## src/rtl/mul_div_unit_pkg.sv

```systemverilog
// Shared definitions for the iterative multiply/divide unit: operation
// encodings, FSM state encoding and small decode helpers.
package mul_div_unit_pkg;

    typedef enum logic [1:0] {
        OP_UMUL = 2'b00,
        OP_SMUL = 2'b01,
        OP_UDIV = 2'b10,
        OP_SDIV = 2'b11
    } op_e;

    typedef enum logic [1:0] {
        ST_IDLE = 2'b00,
        ST_RUN  = 2'b01,
        ST_DONE = 2'b10
    } state_e;

    // Divide operations select the restoring-subtract path.
    function automatic logic op_is_div(input op_e op);
        return (op == OP_UDIV) || (op == OP_SDIV);
    endfunction

    // Operations that interpret their operands as two's complement.
    function automatic logic op_is_signed(input op_e op);
        return (op == OP_SMUL) || (op == OP_SDIV);
    endfunction

endpackage

```

## src/rtl/mul_div_unit_step.sv

```systemverilog
// One radix-2 iteration of the unsigned core: shift-add for multiply,
// restoring shift-subtract for divide. Purely combinational.
module mdu_step #(
    parameter int WIDTH = 32
) (
    input  logic               is_div,
    input  logic [2*WIDTH-1:0] acc,      // mul: {partial product, multiplier}; div: low half = dividend/quotient
    input  logic [WIDTH-1:0]   rem,      // div: partial remainder, always < divisor between steps
    input  logic [WIDTH-1:0]   opb,      // mul: multiplicand magnitude; div: divisor magnitude
    output logic [2*WIDTH-1:0] acc_nxt,
    output logic [WIDTH-1:0]   rem_nxt
);

    logic [WIDTH:0] sum;
    logic [WIDTH:0] shifted;
    logic [WIDTH:0] diff;

    // Compute both iteration flavours and select by operation class.
    always_comb begin
        // NOTE: every output gets a default first so no path leaves a latch behind.
        sum     = {1'b0, acc[2*WIDTH-1:WIDTH]} + (acc[0] ? {1'b0, opb} : '0);
        shifted = {rem, acc[WIDTH-1]};
        diff    = shifted - {1'b0, opb};
        acc_nxt = {sum, acc[WIDTH-1:1]};
        rem_nxt = rem;
        if (is_div) begin
            // A clear top bit of diff means the trial subtraction did not borrow.
            if (!diff[WIDTH]) begin
                rem_nxt = diff[WIDTH-1:0];
                acc_nxt = {acc[2*WIDTH-1:WIDTH], acc[WIDTH-2:0], 1'b1};
            end else begin
                rem_nxt = shifted[WIDTH-1:0];
                acc_nxt = {acc[2*WIDTH-1:WIDTH], acc[WIDTH-2:0], 1'b0};
            end
        end
    end

endmodule

```

## src/rtl/mul_div_unit.sv

```systemverilog
// Iterative radix-2 multiply/divide unit. Signed operations run on operand
// magnitudes through an unsigned core and are sign-corrected on DONE entry.
module mul_div_unit
    import mul_div_unit_pkg::*;
#(
    parameter int WIDTH     = 32,
    parameter bit SIGNED_EN = 1'b1
) (
    input  logic             clk,
    input  logic             reset,
    input  logic             Start,
    input  logic [1:0]       Op,
    input  logic [WIDTH-1:0] SrcA,
    input  logic [WIDTH-1:0] SrcB,
    output logic             Busy,
    output logic             Done,
    output logic [WIDTH-1:0] ResultLo,
    output logic [WIDTH-1:0] ResultHi,
    output logic             DivByZero
);

    localparam int CW = $clog2(WIDTH) + 1;

    state_e state_q, state_d;
    logic   accept;
    logic   last_iter;

    logic [2*WIDTH-1:0] acc_q, acc_nxt;
    logic [WIDTH-1:0]   rem_q, rem_nxt;
    logic [WIDTH-1:0]   opb_q;
    logic [WIDTH-1:0]   a_raw_q;
    logic [CW-1:0]      cnt_q;
    logic               is_div_q;
    logic               neg_q;       // quotient / product needs negation
    logic               neg_rem_q;   // remainder takes the dividend's sign
    logic               dbz_q;

    // Operand decode for the accepting edge.
    op_e              op_in;
    logic             in_div;
    logic             in_signed;
    logic             a_neg, b_neg;
    logic [WIDTH-1:0] a_mag, b_mag;

    // Sign fix-up of the final iteration, registered on DONE entry.
    logic [2*WIDTH-1:0] prod_fix;
    logic [WIDTH-1:0]   quo_fix, rem_fix;

    assign op_in     = op_e'(Op);
    assign in_div    = op_is_div(op_in);
    assign in_signed = SIGNED_EN && op_is_signed(op_in);
    assign a_neg     = in_signed && SrcA[WIDTH-1];
    assign b_neg     = in_signed && SrcB[WIDTH-1];
    assign a_mag     = a_neg ? -SrcA : SrcA;
    assign b_mag     = b_neg ? -SrcB : SrcB;

    assign Busy = (state_q == ST_RUN);
    assign Done = (state_q == ST_DONE);

    mdu_step #(.WIDTH(WIDTH)) u_step (
        .is_div  (is_div_q),
        .acc     (acc_q),
        .rem     (rem_q),
        .opb     (opb_q),
        .acc_nxt (acc_nxt),
        .rem_nxt (rem_nxt)
    );

    // FSM state register.
    always_ff @(posedge clk or negedge reset) begin
        // NOTE: sequential state uses non-blocking assignments so all registers update from pre-edge values.
        if (!reset) state_q <= ST_IDLE;
        else        state_q <= state_d;
    end

    // Next-state logic; Start is honoured only in IDLE and DONE.
    always_comb begin
        state_d   = state_q;
        accept    = 1'b0;
        last_iter = 1'b0;
        case (state_q)
            ST_IDLE: begin
                if (Start) begin
                    accept  = 1'b1;
                    state_d = ST_RUN;
                end
            end
            ST_RUN: begin
                last_iter = (cnt_q == CW'(WIDTH - 1));
                if (last_iter) state_d = ST_DONE;
            end
            ST_DONE: begin
                if (Start) begin
                    accept  = 1'b1;
                    state_d = ST_RUN;
                end else begin
                    state_d = ST_IDLE;
                end
            end
            default: state_d = ST_IDLE;
        endcase
    end

    // Operand latch on acceptance, then one core iteration per RUN cycle.
    always_ff @(posedge clk or negedge reset) begin
        if (!reset) begin
            acc_q     <= '0;
            rem_q     <= '0;
            opb_q     <= '0;
            a_raw_q   <= '0;
            cnt_q     <= '0;
            is_div_q  <= 1'b0;
            neg_q     <= 1'b0;
            neg_rem_q <= 1'b0;
            dbz_q     <= 1'b0;
        end else if (accept) begin
            acc_q     <= {{WIDTH{1'b0}}, (in_div ? a_mag : b_mag)};
            rem_q     <= '0;
            opb_q     <= in_div ? b_mag : a_mag;
            a_raw_q   <= SrcA;
            cnt_q     <= '0;
            is_div_q  <= in_div;
            neg_q     <= a_neg ^ b_neg;
            neg_rem_q <= a_neg;
            dbz_q     <= in_div && (SrcB == '0);
        end else if (state_q == ST_RUN) begin
            acc_q <= acc_nxt;
            rem_q <= rem_nxt;
            cnt_q <= cnt_q + CW'(1);
        end
    end

    // Apply the sign-magnitude correction to the last iteration's output.
    always_comb begin
        prod_fix = neg_q ? -acc_nxt : acc_nxt;
        quo_fix  = neg_q ? -acc_nxt[WIDTH-1:0] : acc_nxt[WIDTH-1:0];
        rem_fix  = neg_rem_q ? -rem_nxt : rem_nxt;
    end

    // Result registers load only on the RUN -> DONE transition.
    always_ff @(posedge clk or negedge reset) begin
        if (!reset) begin
            ResultLo  <= '0;
            ResultHi  <= '0;
            DivByZero <= 1'b0;
        end else if (last_iter) begin
            if (!is_div_q) begin
                ResultLo  <= prod_fix[WIDTH-1:0];
                ResultHi  <= prod_fix[2*WIDTH-1:WIDTH];
                DivByZero <= 1'b0;
            end else if (dbz_q) begin
                // Divide by zero reports the raw dividend, bypassing sign fix-up.
                ResultLo  <= '1;
                ResultHi  <= a_raw_q;
                DivByZero <= 1'b1;
            end else begin
                ResultLo  <= quo_fix;
                ResultHi  <= rem_fix;
                DivByZero <= 1'b0;
            end
        end
    end

endmodule

```

## config.mk

```make
export PLATFORM = sky130hd
export DESIGN_NAME = mul_div_unit
export DESIGN_NICKNAME = d
export VERILOG_FILES = /design/src/rtl/mul_div_unit_pkg.sv /design/src/rtl/mul_div_unit_step.sv /design/src/rtl/mul_div_unit.sv
export SDC_FILE = /design/constraint.sdc
export NUM_CORES = 1
export LEC_CHECK = 0
export CORE_ASPECT_RATIO = 1.2
export CORE_MARGIN = 5
export CORE_UTILIZATION = 60
export DETAILED_ROUTE_END_ITERATION = 16
export PLACE_DENSITY = 0.92
export SETUP_SLACK_MARGIN = 0.02
export SLEW_MARGIN = 20
export SYNTH_ARGS = -nofsm -noshare
export SYNTH_HDL_FRONTEND = slang
export SYNTH_HIERARCHICAL = 1
export SYNTH_SLANG_ARGS = --single-unit
```

## constraint.sdc

```tcl
create_clock -name clk -period 14.3 [get_ports clk]
set_input_delay 2.86 -clock clk [delete_from_list [all_inputs] [get_ports clk]]
set_output_delay 2.86 -clock clk [all_outputs]
set_load 0.005 [all_outputs]
```

---- Yosys cells after proc, flatten, opt, wreduce, memory -nomap -nowiden ----
Cells that the tools add are included.
Widths: inputs -> output; s select.
storage, ports and cells
  word-level logic and storage cells ...... 71
  latch bits .............................. 0
  memories kept ........................... 0
  ROM bits ................................ 0
  RAM bits ................................ 0
  input bits .............................. 69
  output and inout bits ................... 67
  register bits after elaboration ......... 237
cells by class
  magnitude comparators ................... 0
  add/sub/neg operators ................... 8
  bitwise gates (word level) .............. 1
  shift-type cells ........................ 0
  reductions and logical operators ........ 10
  multiplexer cells ....................... 31
  multipliers ............................. 0
  equal/unequal tests ..................... 8
  divide/modulo/power cells ............... 0
operators by type and width
  kind                 count
  $mux 32              15
  $mux 64              4
  $neg 32->32          4
  $neg 64->64          1
  $add 32x32->33       1
  $sub 33x32->33       1
  $logic_not 32->1     1
  $mux 6               2
  $mux 1               7
  $add 6x1->6 const B  1
  $eq 2x2->1 const B   3
  $eq 6x5->1 const B   1
  $pmux 2 s3           1
  $eq 2x1->1 const B   2
  $mux 2               2
  $logic_and 1x1->1    3
  $logic_not 2->1      1
  $logic_or 1x1->1     2
  $ne 2x1->1 const B   1
  $ne 2x2->1 const B   1
  $reduce_and 2->1     1
  $reduce_bool 2->1    1
  $reduce_or 2->1      1
  $xor 1x1->1          1

---- Depth between registers and ports, before layout ----
  depth after elaboration ................. 7
  mapped depth ............................ 22
  gate-level depth less buffers ........... 20

---- Cells and area by module ----
The synthesis kept the hierarchy.
modules (own cells, without submodules)
  module        instances  cells an instance  area each (µm²)  sequential area each (µm²)
  mul_div_unit  1          1,546              13,873.3         5,930.7
  mdu_step      1          754                4,887.2          0.0

---- Worst setup path after synthesis ----
Ideal clock, no wire load.
  path kind ............................... input to register
  start ................................... input port SrcB[0]
  end ..................................... register acc_q[30]
  path buffers ............................ 0
  stages on the path ...................... 8
  arrival time ............................ 5,042 ps
  library setup time ...................... 111 ps
  required time ........................... 14,189 ps
  slack ................................... 9,147 ps
  path through ............................ inv_1 ha_1 or4b_2 or4_1 nor3_2 a21oi_1 xnor2_1 a222oi_1
between the ends
  longest elaborated chain between the ends .. 4
RTL lines
  element                 line                 source
  start: declaration      mul_div_unit.sv:14   input logic [WIDTH-1:0] SrcB,
  $neg 32->32             mul_div_unit.sv:55   assign b_mag = b_neg ? -SrcB : SrcB;
  $mux 32                 mul_div_unit.sv:55
  $mux 32                 mul_div_unit.sv:117  acc_q <= {{WIDTH{1'b0}}, (in_div ? a_mag : b_mag)};
  $mux 64                 mul_div_unit.sv:116  end else if (accept) begin
  end signal: assignment  mul_div_unit.sv:117
  end signal: assignment  mul_div_unit.sv:127  acc_q <= acc_nxt;
  end: declaration        mul_div_unit.sv:28   logic [2*WIDTH-1:0] acc_q, acc_nxt;
No other way between the ends.
A chain may end at the register's enable or synchronous reset.

---- Final worst setup path ----
  start ................................... register acc_q[31]
  end ..................................... register ResultHi[18]
between the ends
  longest elaborated chain between the ends .. 7
  elaborated cells on any way between the ends .. 11
  those cells by class .................... add/sub (3); mux (8)
RTL lines
  element                 line                     source
  $sub 33x32->33          mul_div_unit_step.sv:23  diff = shifted - {1'b0, opb};
  $mux 32 *               mul_div_unit_step.sv:28  if (!diff[WIDTH]) begin
  $mux 32 *               mul_div_unit_step.sv:26  if (is_div) begin
  via rem_nxt[0]          mul_div_unit.sv:29       logic [WIDTH-1:0] rem_q, rem_nxt;
  $neg 32->32 *           mul_div_unit.sv:137      rem_fix = neg_rem_q ? -rem_nxt : rem_nxt;
  $mux 32 *               mul_div_unit.sv:137
  $mux 32 *               mul_div_unit.sv:151      end else if (dbz_q) begin
  $mux 32 *               mul_div_unit.sv:147      if (!is_div_q) begin
  end signal: assignment  mul_div_unit.sv:149      ResultHi <= prod_fix[2*WIDTH-1:WIDTH];
  end signal: assignment  mul_div_unit.sv:154      ResultHi <= a_raw_q;
  end signal: assignment  mul_div_unit.sv:158      ResultHi <= rem_fix;
  end: declaration        mul_div_unit.sv:18       output logic [WIDTH-1:0] ResultHi,
Mark *: on every way through the listed nets, which the timed path passes. The rest lies on a longest branch.

==> flow_summary_export.csv <==
group,metric,value,unit
run_status,status,"completed",
clock_network,clkTransAtPathRegs,0.06,ns
routing,met1_length,25000,um
grt,grt_pass1_vias,18900,
timing,finalHoldViolCount,0,
synthesis,netlist_instances,2300,
clock_network,postCtsSetupRepairBufs,0,
worst_setup_path,critPathLaunchType,"register",
routing,drc,0,
clock_network,cts.path.max_buffers,3,
clock_network,cts.sinks,237,
worst_setup_path,max_stage_delay,0.64,ns
synthesis,yosys-top-cells-count,"308 x nand2_1, 237 x dfrtp_1, 178 x a21oi_1",
synthesis,synthAdderAreaFrac,0.0482,
timing,tightest_slew,1.10,ns
timing,timing.final.crit_share,0.433,
finish,multi_input_area,12100,um^2
clock_network,clkLatencyLatePin,0.57,ns
routing,routed_wl,71600,um
synthesis,synth_edf_count,0,
synthesis,synthFlopType,"dfrtp_1",
routing,wl_met3,6700,um
worst_setup_path,crit_chain,"inv_1 -> ha_1 -> fa_1 -> nor2b_1 -> o31ai_1 -> a21oi_1 -> o211ai_1 -> a41oi_4 -> xnor2_4 -> buf_4 -> o21ai_0 -> mux2_2 -> inv_1 -> ha_1 -> or4b_1 -> or3_1 -> o31ai_1 -> xnor2_1 -> mux2i_1 -> o211ai_1",
synthesis,syn-num-nets,2440,
routing,route.antenna.remaining_nets,0,
synthesis,yosys.area.top_type_share,0.316,
timing,max_freq,162,MHz
floorplanning,die_h,204,um
routing,maxUsedRoutingLayer,"met4",
timing,holdWs,0.480,ns
worst_setup_path,cp_top_family,"compound AO/OA/AOI/OAI gates",
grt,grt_max_degree,101,
worst_setup_path,crit_type,"register to register",
synthesis,synth-seq-cells,237,
synthesis,syn_area,18800,um^2
clock_network,numCtsBuffers,26,
synthesis,ys_top_cells_by_area,"dfrtp_1 32%, nand2_1 6.2%, a21oi_1 4.7%, xor2_1 4.6%, ha_1 4.6%",
timing,drv_slew,0,
worst_setup_path,slowest_stage,"mux2i_1",
clock_network,clock-root-buffer,"clkbuf_16",
place,gp_congestion,1.03,
finish,syn2layout_area_growth,13.1,%
routing,dr_wl_met2,32200,um
timing,setup_violations,0,
routing,num_vias,19400,
power_and_ir_drop,power_frac_comb,0.674,
timing,fin_skew,0.0144,ns
synthesis,ys_warn_count,6,
grt,grt_overflow,0,
routing,drtIter0Drc,2687,
power_and_ir_drop,sequentialPowerShare,0.213,
power_and_ir_drop,clkPwrFrac,0.114,
synthesis,synth_top_area_cell,"dfrtp_1",
clock_network,htreeDepth,1,
synthesis,synth.distinct_cells,90,
worst_setup_path,cp_max_fo,50,
routing,first_pass_iters,6,
power_and_ir_drop,leakage,0.00883,uW
floorplanning,coreArea,31100,um^2
timing,rsz0062_at_grt,"no",
synthesis,syn_avg_cell_area,8.16,um^2
floorplanning,dieArea,34900,um^2
clock_network,cts_tree,"done",
power_and_ir_drop,cell_internal_pwr,3040,uW
min_path,min_path_type,"register to register",
synthesis,synth_top_family_by_area,"compound AO/OA/AOI/OAI gates",
floorplanning,die_w,171,um
worst_setup_path,path_buf_inv,3,
power_and_ir_drop,powerDensity,297,nW/um^2
power_and_ir_drop,peakVddDrop,0.000336,V
synthesis,synth-simple-area-share,0.210,
timing,relSlewSlack,0.258,
synthesis,ys_seq_area_frac,0.316,
floorplanning,start_util,0.603,
synthesis,async_flop_share,1.00,
power_and_ir_drop,power_switching,3260,uW
finish,drive_gt1_frac,0.0676,
floorplanning,std_cell_rows,71,
timing,fin_crit,6.19,ns
finish,nFillCells,2495,
worst_setup_path,crit_required,14.72,ns
routing,routedWlPerCell,25.9,um
worst_setup_path,end_kind,"register",
place,port_buffers,135,
routing,viasPerCell,7.02,
place,place_hpwl,52200,um
finish,ff_latch_area,5940,um^2
clock_network,post_cts_resized,0,
power_and_ir_drop,p_sw_frac,0.517,
clock_network,cts_hold_buffers,0,
worst_setup_path,critPathArrivalTime,6.61,ns
synthesis,yosysMostFrequentCell,"nand2_1",
grt,track_usage,0.402,
synthesis,synth-compound-area-share,0.252,
floorplanning,num_io_pins,136,
timing,finalSetupTns,0,ns
finish,finish.net_count,2488,
grt,grt_pass1_wl,109000,um
run,cap_violations,0,
synthesis,synth-xor-area-share,0.0834,
grt,antenna_found_initial,0,
synthesis,synthMuxAreaShare,0.0459,
==> stage by stage <==
step,instances,setup WS (ns),cell area (um^2),power [uW],util
after CTS,2767,8.31,21200,6120,0.682
after detailed placement,2721,8.24,20300,5350,0.653
after global placement,2721,8.33,20300,5230,0.653
after global routing,2767,7.94,21200,6660,0.682
after floorplan,2300,9.15,18800,4090,-
final,2768,8.11,21200,6300,0.682
==> worst paths after layout <==
| kind | startpoint | to | slack, ns | cells past startpoint |
|---|---|---|---|---|
| max in group asynchronous | reset | is_div_q$_DFFE_PN0P_ | 9.57 | 3 |
| max | acc_q[31]$_DFFE_PN0P_ | ResultHi[18]$_DFFE_PN0P_ | 8.11 | 20 |
| min in group asynchronous | reset | acc_q[57]$_DFFE_PN0P_ | 2.27 | 1 |
| min | a_raw_q[28]$_DFFE_PN0P_ | a_raw_q[28]$_DFFE_PN0P_ | 0.48 | 2 |
| min reg2reg | a_raw_q[28]$_DFFE_PN0P_ | a_raw_q[28]$_DFFE_PN0P_ | 0.48 | 2 |
| max reg2reg | acc_q[31]$_DFFE_PN0P_ | ResultHi[18]$_DFFE_PN0P_ | 8.11 | 20 |
==> per-layer routing <==
layer / GRT usage / vias to the layer above
met4: 0.338 / 0
met2: 0.623 / 1331
li1: - / 8508
met5: 0 / -
met1: 0.475 / 9213
met3: 0.0783 / 370
==> tightest hold or removal path: cells and delay by family (launching register included) <==
| kind | cells | cell delay, ns |
|---|---|---|
| flops | 1 | 0.34 |
| simple gates | 2 | 0.11 |
==> cells by family after synthesis <==
group	Yosys count
and+or+nand+nor	818
AOI/OAI and AO/OA	705
DFF	237
buffers and inverters	211
xor gates and xnor gates	177
muxes	81
adders and majority gates	71
==> layout make-up <==
| type | count | area share |
|---|---|---|
| inverter | 68 | 0.0120 |
| antenna | 1 | 0.000118 |
| multi-input combinational | 1852 | 0.568 |
| clock inverter | 10 | 0.00678 |
| tap | 401 | 0.0237 |
| clock buffer | 36 | 0.0353 |
| timing repair buffer | 163 | 0.0739 |
| sequential | 237 | 0.280 |
==> cell usage in the layout, fill, tap and decap left out, types with 13 or more instances in the layout <==
cell type	netlist	final
or4_1	34	34
clkbuf_16	0	26
and3_1	15	15
a21oi_1	178	178
buf_4	1	28
nor4_1	25	24
mux2i_1	41	41
or2_2	20	20
o221ai_1	19	19
a21o_1	37	37
nand3_1	29	29
o41ai_1	33	33
o211ai_1	24	24
nand4_1	13	13
and2_1	45	45
o21ai_0	148	147
mux2_2	40	40
nand2_1	308	308
clkdlybuf4s50_1	0	134
or3_1	34	34
dfrtp_1	237	235
inv_1	66	66
a31oi_1	31	31
nor3_1	47	47
xor2_1	99	99
ha_1	69	69
o22ai_1	14	14
xnor2_1	76	76
o21a_1	19	19
nor2_1	177	175
nand2b_1	19	17
a22o_1	64	64
o31ai_1	38	38
==> registers in the layout (all words and copies together), names as in the netlist <==
| name | cells |
|---|---|
| a_raw_q | 32 |
| rem_q | 32 |
| opb_q | 32 |
| is_div_q | 1 |
| ResultLo | 32 |
| acc_q | 64 |
| dbz_q | 1 |
| state_q | 2 |
| cnt_q | 6 |
| ResultHi | 32 |
| neg_rem_q | 1 |
| DivByZero | 1 |
| neg_q | 1 |
==> power by group through the flow <==
stage                     registers, uW  clock network (uW)  logic, uW
final                              1340                 717       4250
after detailed placement           1330                   0       4030
after global routing               1360                 746       4550
after global placement             1310                   0       3920
after floorplan                    1180                   0       2910
after CTS                          1320                 718       4080
(Power assumes the default switching activity.)
